--- src/rtl/fifo_pkg.sv ---
// ---------------------------------------------------------------------------
// fifo_pkg
//   Shared constants and helpers for the async nibble FIFO and its
//   read-side drain logic.
//   NIBBLE_W     : data width of one FIFO entry
//   clog2        : ceiling log2, usable in constant expressions
//   creditWidth  : width needed to hold a credit count in 0..2*npw
// ---------------------------------------------------------------------------
package fifo_pkg;

    localparam int NIBBLE_W = 4;

    // Smallest result such that (1 << result) >= value.
    function automatic int clog2(input int value);
        int result;
        result = 0;
        for (int i = 0; i < 31; i++) begin
            if ((1 << i) < value) begin
                result = i + 1;
            end
        end
        return result;
    endfunction

    // Credits range over 0..2*npw inclusive, so 2*npw+1 distinct values.
    function automatic int creditWidth(input int npw);
        return clog2(2 * npw + 1);
    endfunction

endpackage

--- src/rtl/nibble_packer.sv ---
// ---------------------------------------------------------------------------
// nibble_packer
//   Collects NPW nibbles into one word. A word counts as complete either when
//   all slots are already filled (held because the output register was busy)
//   or when the last slot is being captured this very cycle, so a word can
//   leave in the same cycle its final nibble arrives.
// Ports
//   clk_i       read-domain clock
//   rst_ni      asynchronous active-low reset
//   flush_i     synchronous clear of the slot count
//   capture_i   nibble_i is valid and goes into slot cnt
//   nibble_i    incoming nibble
//   load_i      the assembled word is taken this cycle; restart at slot 0
//   word_o      assembled word including any nibble captured this cycle
//   complete_o  word_o holds NPW valid nibbles
// ---------------------------------------------------------------------------
module nibble_packer
    import fifo_pkg::*;
#(
    parameter int DIN_W   = NIBBLE_W,
    parameter int NPW     = 2,
    parameter int LSB_FST = 1,
    localparam int CNT_W  = clog2(NPW + 1)
) (
    input  logic                 clk_i,
    input  logic                 rst_ni,
    input  logic                 flush_i,
    input  logic                 capture_i,
    input  logic [DIN_W-1:0]     nibble_i,
    input  logic                 load_i,
    output logic [DIN_W*NPW-1:0] word_o,
    output logic                 complete_o
);

    logic [DIN_W-1:0] slots_q  [NPW];
    logic [DIN_W-1:0] slotView [NPW];
    logic [CNT_W-1:0] cnt_q, cnt_d;
    logic             lastSlot;

    assign lastSlot   = (cnt_q == CNT_W'(NPW - 1));
    assign complete_o = (cnt_q == CNT_W'(NPW)) | (capture_i & lastSlot);

    // Bypass the incoming nibble into its slot so a word completing this
    // cycle is visible on word_o without waiting for the slot register.
    always_comb begin
        for (int k = 0; k < NPW; k++) begin
            slotView[k] = (capture_i && (cnt_q == CNT_W'(k))) ? nibble_i : slots_q[k];
        end
    end

    // Ordering mux: slot 0 is the first nibble popped; it lands in the LSBs
    // or the MSBs of the word depending on LSB_FST.
    always_comb begin
        word_o = '0;
        for (int k = 0; k < NPW; k++) begin
            if (LSB_FST != 0) begin
                word_o[k*DIN_W +: DIN_W] = slotView[k];
            end else begin
                word_o[(NPW-1-k)*DIN_W +: DIN_W] = slotView[k];
            end
        end
    end

    // Slot count: a load always restarts at slot 0 (a capture in the same
    // cycle was the final nibble of the word being loaded).
    always_comb begin
        cnt_d = cnt_q;
        if (flush_i || load_i) begin
            cnt_d = '0;
        end else if (capture_i) begin
            cnt_d = cnt_q + CNT_W'(1);
        end
    end

    // Slot storage and count registers.
    always_ff @(posedge clk_i or negedge rst_ni) begin
        if (!rst_ni) begin
            cnt_q <= '0;
            for (int k = 0; k < NPW; k++) begin
                slots_q[k] <= '0;
            end
        end else begin
            cnt_q <= cnt_d;
            for (int k = 0; k < NPW; k++) begin
                if (capture_i && (cnt_q == CNT_W'(k))) begin
                    slots_q[k] <= nibble_i;
                end
            end
        end
    end

endmodule

--- src/rtl/fifo_nibble_reader.sv ---
// ---------------------------------------------------------------------------
// fifo_nibble_reader
//   Read-side drain engine for the 4x4 async nibble FIFO. Pops nibbles,
//   packs NPW of them into a word and offers each word on a valid/ready
//   stream. A credit counter tracks free storage (assembler slots plus the
//   output register) so a pop is only issued when its nibble has a home.
// Ports
//   rd_clk      read-domain clock
//   rst_n       asynchronous active-low reset
//   fifo_empty  FIFO empty flag
//   fifo_dout   FIFO data, valid the cycle after an accepted pop
//   fifo_rd_en  pop request (combinational)
//   flush       one-cycle clear of partial and buffered data
//   m_data      packed output word
//   m_valid     m_data valid
//   m_ready     downstream accept
//   words_out   running count of handshaken words (wraps)
// ---------------------------------------------------------------------------
module fifo_nibble_reader
    import fifo_pkg::*;
#(
    parameter int DIN_W   = NIBBLE_W,
    parameter int NPW     = 2,
    parameter int LSB_FST = 1
) (
    input  logic                 rd_clk,
    input  logic                 rst_n,
    input  logic                 fifo_empty,
    input  logic [DIN_W-1:0]     fifo_dout,
    output logic                 fifo_rd_en,
    input  logic                 flush,
    output logic [DIN_W*NPW-1:0] m_data,
    output logic                 m_valid,
    input  logic                 m_ready,
    output logic [15:0]          words_out
);

    localparam int CAP    = 2 * NPW;
    localparam int CRED_W = creditWidth(NPW);

    logic [CRED_W-1:0]    credits_q, credits_d;
    logic                 inflight_q;
    logic [DIN_W*NPW-1:0] mData_q, mData_d;
    logic                 mValid_q, mValid_d;
    logic [15:0]          wordsOut_q;

    logic                 issue;
    logic                 capture;
    logic                 handshake;
    logic                 load;
    logic                 packComplete;
    logic [DIN_W*NPW-1:0] packWord;

    // rst_n is folded into the pop request because credits reset to CAP and
    // would otherwise let a pop through while the block is held in reset.
    // A nibble arriving during a flush cycle belongs to the discarded data,
    // so it is simply not captured; its credit is covered by the refill.
    assign issue      = rst_n & ~fifo_empty & (credits_q != '0) & ~flush;
    assign capture    = inflight_q & ~flush;
    assign handshake  = mValid_q & m_ready;
    assign load       = packComplete & (~mValid_q | m_ready) & ~flush;

    assign fifo_rd_en = issue;
    assign m_data     = mData_q;
    assign m_valid    = mValid_q;
    assign words_out  = wordsOut_q;

    nibble_packer #(
        .DIN_W   (DIN_W),
        .NPW     (NPW),
        .LSB_FST (LSB_FST)
    ) uPacker (
        .clk_i      (rd_clk),
        .rst_ni     (rst_n),
        .flush_i    (flush),
        .capture_i  (capture),
        .nibble_i   (fifo_dout),
        .load_i     (load),
        .word_o     (packWord),
        .complete_o (packComplete)
    );

    // Credits: one consumed per pop, NPW returned per handshaken word.
    // Flush empties all storage, so the full capacity comes back.
    always_comb begin
        credits_d = credits_q;
        if (flush) begin
            credits_d = CRED_W'(CAP);
        end else begin
            if (issue) begin
                credits_d = credits_d - CRED_W'(1);
            end
            if (handshake) begin
                credits_d = credits_d + CRED_W'(NPW);
            end
        end
    end

    // Output register: loads only when empty or being drained, so m_data
    // holds steady while a word waits for m_ready.
    always_comb begin
        mValid_d = mValid_q;
        mData_d  = mData_q;
        if (flush) begin
            mValid_d = 1'b0;
            mData_d  = '0;
        end else if (load) begin
            mValid_d = 1'b1;
            mData_d  = packWord;
        end else if (handshake) begin
            mValid_d = 1'b0;
        end
    end

    // State registers. words_out counts every handshake, flush or not.
    always_ff @(posedge rd_clk or negedge rst_n) begin
        if (!rst_n) begin
            credits_q  <= CRED_W'(CAP);
            inflight_q <= 1'b0;
            mData_q    <= '0;
            mValid_q   <= 1'b0;
            wordsOut_q <= '0;
        end else begin
            credits_q  <= credits_d;
            inflight_q <= issue;
            mData_q    <= mData_d;
            mValid_q   <= mValid_d;
            if (handshake) begin
                wordsOut_q <= wordsOut_q + 16'd1;
            end
        end
    end

endmodule

--- config.mk ---
export PLATFORM = sky130hd
export DESIGN_NAME = fifo_nibble_reader
export DESIGN_NICKNAME = d
export VERILOG_FILES = /design/src/rtl/fifo_pkg.sv /design/src/rtl/nibble_packer.sv /design/src/rtl/fifo_nibble_reader.sv
export SDC_FILE = /design/constraint.sdc
export NUM_CORES = 1
export LEC_CHECK = 0
export CORE_UTILIZATION = 54
export CTS_CLUSTER_DIAMETER = 80
export DETAILED_ROUTE_END_ITERATION = 10
export MAX_ROUTING_LAYER = met4
export PLACE_DENSITY = 0.88
export SLEW_MARGIN = 20
export SYNTH_ARGS = -nofsm -noshare
export SYNTH_HDL_FRONTEND = slang
export SYNTH_SLANG_ARGS = --single-unit
export TNS_END_PERCENT = 20
--- constraint.sdc ---
create_clock -name rd_clk -period 4.3 [get_ports rd_clk]
set_input_delay 0.43 -clock rd_clk [delete_from_list [all_inputs] [get_ports rd_clk]]
set_output_delay 0.43 -clock rd_clk [all_outputs]
set_load 0.01 [all_outputs]
Word-level counts from Yosys, hierarchy flattened:

Cells that the tools add are included.

* bits in latches: 0
* ROM bits: 0
* flip-flop bits (word level): 39
* bits in writable memories: 0
* memories kept: 0
* logic and storage cells: 48
* input port bits: 9

* $lt $le $gt $ge: 0
* div/mod/pow operators: 0
* reduce and logical (&&, ||, !) cells: 8
* add/sub/neg operators: 4
* bitwise gates (word level): 13
* mux-type cells: 13
* multipliers: 0
* shifts and indexed selects: 0
* equal/unequal tests: 2

Operators with widths (count)
* $add 16x1->16 const B: 1
* $mux 8: 2
* $mux 3: 4
* $and 1x1->1: 8
* $mux 4: 2
* $reduce_bool 3->1: 2
* $mux 2: 2
* $reduce_bool 2->1: 2
* $add 3x2->3 const B: 1
* $mux 1: 3
* $not 1->1: 3
* $sub 3x1->3 const B: 1
* $add 2x1->2 const B: 1
* $eq 2x1->1 const B: 1
* $eq 2x2->1 const B: 1
* $logic_and 1x1->1: 2
* $logic_not 2->1: 1
* $or 1x1->1: 2
* $logic_or 1x1->1: 1

Longest topological paths before layout:

Gate-level depths: netlist of the first run.

* depth after elaboration: 9
* depth in mapped cells: 7
* mapped depth without buffers: 7

Cells and area by module:

A second synthesis of the first run with hierarchy kept.

* cell total of the unflattened synthesis: 150
* area, all modules: 1767.9 µm²

By module, submodules not included
* fifo_nibble_reader: sequential area each 726.9 µm², instances 1, area an instance 1338.8 µm², cells an instance 120
* nibble_packer: sequential area each 250.2 µm², instances 1, area an instance 429.2 µm², cells an instance 30

Least setup slack after synthesis of the first run:

OpenSTA, ideal clock, no wires.

* kind: flip-flop to output port
* from: register credits_q[0]
* to: output fifo_rd_en
* data required time: 3.870 ns
* cell stages (with the launch flop): 6
* arrival time: 1.378 ns
* path slack: 2.492 ns
* buffers on the path: 0
* cells stage by stage: dfrtp_1 -> inv_1 -> ha_1 -> ha_1 -> nor3b_2 -> nor2b_1

* word-level cells in the longest chain between the ends: 3

RTL lines
* start, declared: line fifo_nibble_reader.sv:41 `logic [CRED_W-1:0] credits_q, credits_d;`
* start signal, assigned: line fifo_nibble_reader.sv:118 `credits_q <= CRED_W'(CAP);`
* start signal, assigned: line fifo_nibble_reader.sv:124 `credits_q <= credits_d;`
* $reduce_bool 3->1: line fifo_nibble_reader.sv:58 `assign issue = rst_n & ~fifo_empty & (credits_q != '0) & ~flush;`
* $and 1x1->1 (2 in series): line fifo_nibble_reader.sv:58
* end, declared: line fifo_nibble_reader.sv:30 `output logic fifo_rd_en,`

Every way passes these cells.

Worst setup path in the final report of the first run:

* from: register credits_q[1]
* to: output fifo_rd_en

Same word-level chain as after synthesis.

==> out/qor_table.md, run 1 <==
| Parameter | This run | Unit |
|---|---|---|
| Result of the run | complete, no violations | - |
| Number of antenna violations at the first check in global routing | 0 | - |
| Synth area leaders | dfrtp_1 53%, xnor2_1 7.9%, mux2i_1 6.7%, mux2_2 5.7%, ha_1 4.2% | - |
| EDFF count, synth | 0 | - |
| Number of DRC markers in iteration 0 | 28 | - |
| Portion of total power attributed to sequential cells | 50.5 | % |
| Vias after detailed routing | 1235 | - |
| Area of the mapped netlist | 0.00178 | sq mm |
| Cell count after synthesis | 145 | - |
| Proportion of layout cells with a drive suffix above 1 | 14.1 | % |
| Portion of synthesized cell area occupied by the leading cell type | 53.4 | % |
| H-tree lvl count | 2 | - |
| Number of setup violations in the final report | 0 | - |
| Layout filler cell count | 236 | - |
| Clock latency reported for the late side of the worst-skew pair | 0.35 | ns |
| Post-DP Area | 0.00216 | sq mm |
| TritonRoute pass-1 iters | 4 | - |
| Final layout net count | 199 | - |
| Bufs and invs on worst path | 2 | - |
| Final clock skew | 0.00991 | ns |
| Number of clock buffers inserted by TritonCTS | 5 | - |
| Critical path data arrival time | 2.39 | ns |
| Final TNS setup | 0 | ns |
| Synthesized flop and latch total | 39 | - |
| Starting density of the core | 57.4 | % |
| TritonCTS clock tree | done | - |
| Met3 capacity usage during global routing | 7.64 | % |
| Count of buffers added by post-CTS timing repair for setup | 0 | - |
| Vertical die dimension | 59.4 | um |
| Class of the tightest hold or removal check | in2async | - |
| # rows | 20 | - |
| Library cell with the largest summed area after synthesis | dfrtp_1 | - |
| Reported net switching power | 0.192 | mW |
| Clock-pin slew on the worst setup and hold paths | 0.11 | ns |
| Number of distinct standard cells referenced by the synthesized netlist | 31 | - |
| Top-Level Pins | 35 | - |
| Startpoint-to-endpoint class of the critical path | reg2out | - |
| Measured slew at the worst slew-check pin | 0.989 | ns |
| Antenna Violating Nets Remaining | 0 | - |
| Number of diodes added for antenna fixing | 0 | - |
| Net count of the mapped netlist | 160 | - |
| Overall routed net length | 3.42 | mm |
| Max incr delay on CP | 0.58 | ns |
| Number of global-route vias before repair | 1257 | - |
| Achievable clock frequency | 354 | MHz |
| Total core area | 0.00310 | sq mm |
| Launching element type of the critical path | flip-flop | - |
| Final worst slack | 1.48 | ns |
| Cts hold-fix bufs | 0 | - |
| Final count of hold timing violations | 0 | - |
| X dimension of the die | 59.4 | um |
| Post-synth top cells | 38 x dfrtp_1, 16 x xnor2_1, 13 x nor2_1 | - |
| RSZ-0062 raised after global routing | no | - |
| Combinational share of power | 12.7 | % |
| Portion of total power attributed to the clock network | 36.8 | % |
| Crit path max-delay family | buffers and inverters | - |
| Routed WL per cell | 14.9 | um |
| Layer with the highest usage after global routing | met2 | - |
| Max-slew violations | 0 | - |
| Met2 Use GR | 40.1 | % |
| DRC Markers | 0 | - |
| CTS Root Buffer Type | clkbuf_4 | - |
| Port Buffers | 34 | - |
| Int Power | 0.634 | mW |
| Worst Path Max Fanout | 5 | - |
| Max-cap violations | 0 | - |
| Post-CTS sizing | 0 | - |
| Sequential cell area fraction in the yosys report | 54.8 | % |
| Fin crit share | 65.6 | % |
| Reg2Reg Setup Slack | 2.19 | ns |
| Synth Area per Inst | 12.3 | sq um |
| Critical path capture point type | output pin | - |
| Routability-driven placement congestion ratio | 0.777 | - |
| Overall fraction of global-route tracks in use | 23.3 | % |
| Vias per cell | 5.39 | - |
| Synth warnings | 0 | - |
| Cell with the most instances on the worst path | ha_1 | - |
| Grt total ovfl | 0 | - |
| Power density relative to cell area | 365 | mW/mm^2 |
| Slowest CP cell | clkdlybuf4s50_1 | - |
| Relative max-transition margin | 33.9 | % |
| Switching power share of the total | 23.2 | % |
| CTS Buffer Depth | 2 | - |
| Post-place setup slack | 1.59 | ns |
| Growth of design area from synthesis to finish | 27.1 | % |
| Peak ir drop on the vdd network | 0.221 | mV |
| Time the final worst path needs with I/O delays and setup | 2.82 | ns |
| DP Wirelength | 2.37 | mm |
| Most frequent cell after synthesis | dfrtp_1 | - |
| Cell-by-cell trace of the critical path | inv_1 -> ha_1 -> ha_1 -> nor3b_2 -> nor2b_1 -> clkdlybuf4s50_1 | - |
| FFs w/ async S/R, synth | 100 | % |
| Met1 Track Usage GR | 25.8 | % |
| Die Outline Area | 0.00353 | sq mm |
| First-pass GRT wire length | 5.79 | mm |
| Largest net degree at the start of global routing | 41 | - |
| Number of sinks driven by the clock tree | 39 | - |
| Leakage component of the power | 0.980 | nW |
| Fin area | 0.00226 | sq mm |
| Main synth FF type | dfrtp_1 | - |
| Critical path data required time | 3.87 | ns |
[layer usage]
layer  routed length [um]  up-vias
met4                   53        0
met1                 1470      618
met2                 1740       35
met3                  163        7
met5                    0        -
li1                     -      575
[path summary, 6_finish.rpt]
path,from,to,cells after the start
worst min-delay path,rst_n,words_out[3],2
worst min register to register,words_out[15],words_out[15],1
min in group rd_clk,words_out[15],words_out[15],1
worst max register to register,uPacker.cnt_q[1],m_data[1],6
max in group asynchronous,rst_n,credits_q[2],2
worst max-delay path,credits_q[1],fifo_rd_en,6
[layout make-up]
class	instances	area [sq um]	area share [%]
sequential	39	977	43.1
timing repair buffer	35	343	15.1
clock buffer	6	41.3	1.82
inverter	6	22.5	0.994
multi-input combinational	97	766	33.8
clock inverter	2	60.1	2.65
tap	44	55.1	2.43
[cells by family (layout without fill, tap and decap cells)]
family / count (synthesis) / count (layout) / synth area share, %
buffers and inverters: 9 / 49 / 2.18
AND/OR/NAND/NOR: 47 / 47 / 15.4
adder cells (fa/ha/maj): 6 / 6 / 4.21
flip-flops: 39 / 39 / 54.8
AO/OA/AOI/OAI: 6 / 6 / 2.60
multiplexers: 21 / 21 / 12.4
XOR/XNOR: 17 / 17 / 8.36
[flip-flops by register name (all words and copies together) (netlist names)]
register / count
uPacker.cnt_q: 2
m_data: 8
credits_q: 3
words_out: 16
uPacker.slots_q: 8
inflight_q: 1
m_valid: 1
[metrics by stage]
step                      hold WS, ns  util [%]  power (mW)  instances
final                           0.110      73.0       0.826        229
after global routing            0.141      73.0       0.857        229
after global placement          0.464      69.7       0.519        221
after detailed placement        0.473      69.7       0.528        221
after floorplan                 0.134         -       0.479        145
after CTS                       0.123      73.0       0.830        229
[power by group through the flow]
stage	registers (mW)	logic [mW]	clock network, mW
2_1_floorplan	0.422	0.0569	0
3_3_place_gp	0.421	0.0979	0
3_5_place_dp	0.424	0.105	0
4_1_cts	0.417	0.107	0.306
5_1_grt	0.421	0.116	0.320
6_report	0.417	0.105	0.304
[layout by cell type, fill, tap and decap left out, drive strengths merged]
master	count
a2111oi	1
a211oi	1
a21boi	1
a21oi	2
a31oi	1
and2	1
and3	1
and4	3
buf	2
bufinv	2
clkbuf	6
clkdlybuf4s50	33
dfrtp	38
dfstp	1
ha	6
inv	6
mux2	9
mux2i	12
nand2	8
nand2b	2
nand3	7
nand3b	3
nand4	5
nor2	13
nor2b	2
nor3	1
nor3b	1
xnor2	16
xor2	1
Note: power is estimated with default switching activity, not from simulation.
==> inputs of run 2 (changes only) <==
--- a/config.mk
+++ b/config.mk
@@ -5,11 +5,11 @@
 export SDC_FILE = /design/constraint.sdc
 export NUM_CORES = 1
 export LEC_CHECK = 0
-export CORE_UTILIZATION = 54
+export CORE_UTILIZATION = 46
 export CTS_CLUSTER_DIAMETER = 80
 export DETAILED_ROUTE_END_ITERATION = 10
 export MAX_ROUTING_LAYER = met4
-export PLACE_DENSITY = 0.88
+export PLACE_DENSITY = 0.8
 export SLEW_MARGIN = 20
 export SYNTH_ARGS = -nofsm -noshare
 export SYNTH_HDL_FRONTEND = slang
==> constraint.sdc (replaced) <==
create_clock -name rd_clk -period 2.4 [get_ports rd_clk]
set_input_delay 0.24 -clock rd_clk [delete_from_list [all_inputs] [get_ports rd_clk]]
set_output_delay 0.24 -clock rd_clk [all_outputs]
set_load 0.01 [all_outputs]
==> out/qor_table.md, run 2 (synthesized netlist as in run 1, its figures left out) <==
| Parameter | This run | Unit | Change |
|---|---|---|---|
| Placed cells | 228 | - | +3.2% |
| Overall fraction of global-route tracks in use | 18.8 | % | -4.5 points |
| Sum of met3 wire segment lengths after detailed routing | 143 | um | -12% |
| Power density relative to cell area | 680 | mW/mm^2 | +86% |
| Die Outline Area | 0.00413 | sq mm | +17% |
| Time the final worst path needs with I/O delays and setup | 2.29 | ns |  |
| Critical path capture point type | output pin | - |  |
| Cts hold-fix bufs | 0 | - | unchanged |
| CTS Buffer Depth | 2 | - | unchanged |
| Beginning of the critical path | credits_q[0] | - |  |
| Result of the run | complete, no violations | - |  |
| Port Buffers | 34 | - | unchanged |
| Routability-driven placement congestion ratio | 0.767 | - | -1.2% |
| Top-Level Pins | 35 | - | unchanged |
| Number of setup violations in the final report | 0 | - | unchanged |
| Grt total ovfl | 0 | - | unchanged |
| Combinational share of power | 12.3 | % | -0.4 points |
| Vias per cell | 5.16 | - | -4.3% |
| Achievable clock frequency | 436 | MHz |  |
| Leakage component of the power | 1.01 | nW | +2.9% |
| Critical path data arrival time | 2.05 | ns | -0.34 ns |
| Final count of hold timing violations | 0 | - | unchanged |
| Met1 Wirelength | 1.40 | mm | -4.4% |
| Number of sinks driven by the clock tree | 39 | - | unchanged |
| Final layout net count | 202 | - | +1.5% |
| Max incr delay on CP | 0.55 | ns | -0.03 ns |
| Vertical die dimension | 64.2 | um | +8.1% |
| Number of antenna violations at the first check in global routing | 0 | - | unchanged |
| Max-slew violations | 0 | - | unchanged |
| Reg2Reg Setup Slack | 0.62 | ns | -1.57 ns |
| Number of standard cells in the layout, taps in and fillers out | 236 | - | +3.1% |
| Relative max-transition margin | 68.3 | % | +34 points |
| Count of buffers added by post-CTS timing repair for setup | 0 | - | unchanged |
| X dimension of the die | 64.2 | um | +8.1% |
| Int Power | 1.23 | mW | +94% |
| Antenna Violating Nets Remaining | 0 | - | unchanged |
| End of the worst register-to-register path | credits_q[2] | - |  |
| Layout filler cell count | 295 | - | +25% |
| Uppermost layer routed | met4 | - |  |
| Final clock skew | 0.00705 | ns | -0.00286 ns |
| Reported net switching power | 0.349 | mW | +82% |
| Bufs and invs on worst path | 2 | - | unchanged |
| Portion of total power attributed to sequential cells | 47.4 | % | -3.1 points |
| Overall routed net length | 3.36 | mm | -2.0% |
| CTS Root Buffer Type | clkbuf_8 | - |  |
| Total core area | 0.00369 | sq mm | +19% |
| Worst reg2reg path startpoint | credits_q[0] | - |  |
| Number of diodes added for antenna fixing | 0 | - | unchanged |
| DRC Markers | 0 | - | unchanged |
| Largest net degree at the start of global routing | 40 | - | -2.4% |
| Cell-by-cell trace of the critical path | inv_1 -> ha_1 -> ha_1 -> nor3b_2 -> nor2b_1 -> clkdlybuf4s50_1 | - |  |
| Flip-flop count of the largest register, all copies and words added | 16 | - | unchanged |
| TritonRoute pass-1 iters | 4 | - | unchanged |
| Number of clock buffers inserted by TritonCTS | 5 | - | unchanged |
| Startpoint-to-endpoint class of the critical path | reg2out | - |  |
| Clock-pin slew on the worst setup and hold paths | 0.07 | ns | -0.04 ns |
| Most frequent cells in the layout | 38 x dfrtp_1, 33 x clkdlybuf4s50_1, 16 x xnor2_1 | - |  |
| Vias after detailed routing | 1218 | - | -1.4% |
| Portion of total power attributed to the clock network | 40.4 | % | +3.6 points |
| Final worst slack | 0.107 | ns | -1.37 ns |
| # rows | 22 | - | +10% |
| Slowest CP cell | clkdlybuf4s50_1 | - |  |
| End point of the critical path | fifo_rd_en | - |  |
| Post-CTS sizing | 0 | - | unchanged |
| Number of cells traversed by the worst register-to-register path | 8 | - | +2 |
| Number of DRC markers in iteration 0 | 81 | - | +190% |
| Max-cap violations | 0 | - | unchanged |
| Proportion of layout cells with a drive suffix above 1 | 15.4 | % | +1.4 points |
| Worst Path Max Fanout | 2 | - | -3 |
| Switching power share of the total | 22.1 | % | -1.1 points |
| Class of the tightest hold or removal check | in2async | - |  |
| Fin crit share | 95.5 | % |  |
| First-pass GRT wire length | 5.72 | mm | -1.2% |
| Clock latency reported for the late side of the worst-skew pair | 0.29 | ns | -0.06 ns |
| CP Depth | 6 | - | unchanged |
| Peak ir drop on the vdd network | 0.481 | mV | +120% |
| Critical path data required time | 2.16 | ns | -1.71 ns |
| Post-place setup slack | 0.408 | ns | -1.18 ns |
| Launching element type of the critical path | flip-flop | - |  |
| Most frequent standard cell in the layout excluding fill and tap cells | dfrtp_1 | - |  |
| Routed WL per cell | 14.2 | um | -4.9% |
| Cell with the most instances on the worst path | ha_1 | - |  |
| RSZ-0062 raised after global routing | no | - |  |
| Final TNS setup | 0 | ns | unchanged |
| Crit path max-delay family | buffers and inverters | - |  |
| Starting density of the core | 48.3 | % | -9.1 points |
| Detailed route wirelength on metal2 | 1.76 | mm | +1.4% |
| Measured slew at the worst slew-check pin | 0.476 | ns | -0.513 ns |
| TritonCTS clock tree | done | - |  |
| Growth of design area from synthesis to finish | 30.4 | % |  |
| H-tree lvl count | 2 | - | unchanged |
| Number of global-route vias before repair | 1300 | - | +3.4% |
| DP Wirelength | 2.49 | mm | +5.3% |
run 2: cell types whose count changed in the layout (fill, tap and decap cells not counted):
| cell | before | now |
|---|---|---|
| buf_4 | 1 | 4 |
| clkbuf_4 | 5 | 0 |
| clkbuf_8 | 0 | 5 |
run 2: how the worst min path moves through the flow:
stage | cells past startpoint | slack, ns | startpoint | end
floorplan | 0 | -0.06 | rst_n | credits_q[0]
global placement | 2 | 0.33 | rst_n | words_out[2]
detailed placement | 2 | 0.34 | rst_n | words_out[2]
CTS | 2 | 0.02 | rst_n | uPacker.cnt_q[0]
global route | 2 | 0.05 | rst_n | words_out[8]
finish | 2 | 0.01 | rst_n | words_out[2]
run 2: cell type report:
| cell class | count | area (sq um) | share of cell area [%] |
|---|---|---|---|
| timing repair buffer | 38 | 365 | 15.7 |
| clock buffer | 6 | 72.6 | 3.12 |
| multi-input combinational | 97 | 766 | 33.0 |
| sequential | 39 | 977 | 42.1 |
| clock inverter | 2 | 60.1 | 2.58 |
| tap | 48 | 60.1 | 2.58 |
| inverter | 6 | 22.5 | 0.969 |
run 2: worst register-to-register path: cells and delay by family (launching register included):
family,cells,cell delay [ns]
adder cells (fa/ha/maj),2,0.39
flip-flops,1,0.37
AND/OR/NAND/NOR,2,0.28
multiplexers,1,0.28
buffers and inverters,2,0.25
XOR/XNOR,1,0.15
run 2: power groups by stage:
stage	clock network, mW	registers, mW	logic (mW)
after floorplan	0	0.756	0.102
after global placement	0	0.755	0.181
after detailed placement	0	0.761	0.196
after CTS	0.653	0.748	0.197
after global routing	0.685	0.755	0.213
final	0.637	0.748	0.193
run 2: stage by stage:
step	hold WS (ns)	instance area [sq um]	total power, mW	util, %
CTS	0.0246	2320	1.60	63.0
detailed placement	0.343	2190	0.957	59.4
finish	0.0112	2320	1.58	63.0
global placement	0.333	2190	0.936	59.4
global route	0.0452	2320	1.65	63.0
floorplan	-0.0556	1780	0.858	-
run 2: per-layer routing:
| metal | vias to the layer above | track usage (%) |
|---|---|---|
| li1 | 582 | - |
| met1 | 598 | 19.5 |
| met2 | 33 | 33.4 |
| met3 | 5 | 6.61 |
| met4 | 0 | 5.56 |
| met5 | - | - |
==> inputs of run 3 (changes only) <==
--- a/config.mk
+++ b/config.mk
@@ -8,6 +8,7 @@
 export CORE_UTILIZATION = 46
 export CTS_CLUSTER_DIAMETER = 80
 export DETAILED_ROUTE_END_ITERATION = 10
+export GPL_TIMING_DRIVEN = 0
 export MAX_ROUTING_LAYER = met4
 export PLACE_DENSITY = 0.8
 export SLEW_MARGIN = 20
==> constraint.sdc (replaced) <==
create_clock -name rd_clk -period 1.9 [get_ports rd_clk]
set_input_delay 0.19 -clock rd_clk [delete_from_list [all_inputs] [get_ports rd_clk]]
set_output_delay 0.19 -clock rd_clk [all_outputs]
set_load 0.01 [all_outputs]
==> out/qor_table.md, run 3 (synthesized netlist as in run 1, its figures left out) <==
| Parameter | This run | Unit | Change |
|---|---|---|---|
| Worst reg2reg path startpoint | credits_q[0] | - |  |
| Growth of design area from synthesis to finish | 30.3 | % | about the same |
| Fin area | 0.00232 | sq mm | about the same |
| Clock latency reported for the late side of the worst-skew pair | 0.29 | ns | about the same |
| Antenna Violating Nets Remaining | 0 | - | unchanged |
| Proportion of layout cells with a drive suffix above 1 | 17.2 | % | +1.8 points |
| Number of DRC markers in iteration 0 | 56 | - | -31% |
| Final count of hold timing violations | 0 | - | unchanged |
| Most frequent standard cell in the layout excluding fill and tap cells | dfrtp_1 | - |  |
| Launching element type of the critical path | flip-flop | - |  |
| Critical path data arrival time | 1.99 | ns | -0.06 ns |
| Vias per cell | 5.20 | - | +0.76% |
| Final TNS setup | 0 | ns | unchanged |
| TritonRoute pass-1 iters | 4 | - | unchanged |
| Power density relative to cell area | 745 | mW/mm^2 | +9.6% |
| Fin crit share | 93.4 | % |  |
| Worst hold slack across all endpoints | 0.296 | ns | +0.285 ns |
| Worst Path Max Fanout | 4 | - | +2 |
| Leakage component of the power | 1.01 | nW | +0.13% |
| Final clock skew | 0.00313 | ns | -0.00391 ns |
| H-tree lvl count | 2 | - | unchanged |
| Die Outline Area | 0.00413 | sq mm | unchanged |
| Largest net degree at the start of global routing | 32 | - | -20% |
| Post-DP Area | 0.00220 | sq mm | +0.29% |
| X dimension of the die | 64.2 | um | unchanged |
| Achievable clock frequency | 563 | MHz |  |
| Critical path data required time | 2.12 | ns | -0.04 ns |
| Time the final worst path needs with I/O delays and setup | 1.77 | ns |  |
| Starting density of the core | 48.3 | % | unchanged |
| Number of antenna violations at the first check in global routing | 0 | - | unchanged |
| First-pass GRT wire length | 5.87 | mm | +2.6% |
| Routability-driven placement congestion ratio | 0.757 | - | -1.4% |
| Number of sinks driven by the clock tree | 39 | - | unchanged |
| DRC Markers | 0 | - | unchanged |
| Max-slew violations | 0 | - | unchanged |
| Overall fraction of global-route tracks in use | 19.7 | % | +0.92 points |
| Layout filler cell count | 328 | - | +11% |
| # rows | 22 | - | unchanged |
| TritonCTS clock tree | done | - |  |
| CTS Buffer Depth | 2 | - | unchanged |
| Clock-pin slew on the worst setup and hold paths | 0.07 | ns | about the same |
| Number of diodes added for antenna fixing | 0 | - | unchanged |
| Final layout net count | 206 | - | +2.0% |
| Result of the run | complete, no violations | - |  |
| Port Buffers | 34 | - | unchanged |
| Beginning of the critical path | credits_q[0] | - |  |
| Flip-flop count of the largest register, all copies and words added | 16 | - | unchanged |
| Max-cap violations | 0 | - | unchanged |
| Class of the tightest hold or removal check | in2async | - |  |
| Routed WL per cell | 14.4 | um | +1.4% |
| Measured slew at the worst slew-check pin | 0.443 | ns | -0.0331 ns |
| DP Wirelength | 2.48 | mm | -0.47% |
| Grt total ovfl | 0 | - | unchanged |
| Peak ir drop on the vdd network | 0.586 | mV | +22% |
| Number of setup violations in the final report | 0 | - | unchanged |
| Total core area | 0.00369 | sq mm | unchanged |
| Number of global-route vias before repair | 1297 | - | -0.23% |
| CTS Root Buffer Type | clkbuf_8 | - |  |
| Number of clock buffers inserted by TritonCTS | 5 | - | unchanged |
| Overall routed net length | 3.46 | mm | +3.1% |
| Critical path capture point type | flip-flop | - |  |
| Relative max-transition margin | 70.5 | % | +2.2 points |
| Top-Level Pins | 35 | - | unchanged |
| Vias after detailed routing | 1248 | - | +2.5% |
| Vertical die dimension | 64.2 | um | unchanged |
| Most frequent cells in the layout | 38 x dfrtp_1, 32 x clkdlybuf4s50_1, 16 x xnor2_1 | - |  |
| Startpoint-to-endpoint class of the critical path | reg2reg | - |  |
| RSZ-0062 raised after global routing | no | - |  |
run 3: layer usage:
layer	GRT usage, %	vias to the layer above	share of wire [%]
met5	-	-	0
met4	4.72	0	0.78
met3	7.32	2	4.4
met2	33.5	32	51
met1	22.0	629	44
li1	-	585	-
run 3: final timing paths:
path                            endpoint  slack (ns)  cells after the start
setup / recovery            credits_q[2]        0.13                      8
hold / removal                inflight_q        0.30                      2
setup reg to reg            credits_q[2]        0.13                      8
hold reg to reg            words_out[15]        0.47                      1
max in group asynchronous      m_data[3]        1.17                      3
min in group rd_clk        words_out[15]        0.47                      1
run 3: area by class of cell:
cell class / instances / area, sq um / share of cell area [%]
clock inverters: 1 / 5.00 / 0.216
inverters: 6 / 22.5 / 0.970
flip-flops and latches: 39 / 977 / 42.1
well taps: 48 / 60.1 / 2.59
clock buffers: 7 / 76.3 / 3.29
plain buffers: 3 / 16.3 / 0.700
multi-input cells: 97 / 782 / 33.7
repair buffers: 39 / 383 / 16.5
run 3: critical path, stage by stage (launching register included):
cell and delay [ns]:
dfrtp_1 0.35, inv_1 0.05, ha_1 0.19, ha_2 0.18, nor3b_4 0.20, buf_4 0.18
mux2i_1 0.30, xnor2_1 0.16, nand2b_1 0.08
run 3: report_power, final:
group / switching (mW) / internal, mW / leakage [nW]
Sequential: 0.0454 / 0.897 / 0.527
Clock: 0.274 / 0.257 / 0.0422
Combinational: 0.114 / 0.141 / 0.441
run 3: stage by stage:
stage | util (%) | worst slack, ns | total power [mW] | instances
2_1_floorplan | - | 0.250 | 1.08 | 145
3_3_place_gp | 59.2 | -1.54 | 1.18 | 227
6_report | 63.0 | 0.125 | 1.73 | 240
4_1_cts | 63.1 | 0.0301 | 1.75 | 240
3_5_place_dp | 59.6 | -0.263 | 1.21 | 228
5_1_grt | 63.0 | 0.0317 | 1.82 | 240
run 3: what timing repair did:
action                                  in CTS  in global routing
setup buffers                                3                  0
resized for setup                            7                  1
endpoints found under the hold margin        7                  0
endpoints found under the setup margin       1                  1
pin swaps                                    1                  1
hold buffers                                 1                  0
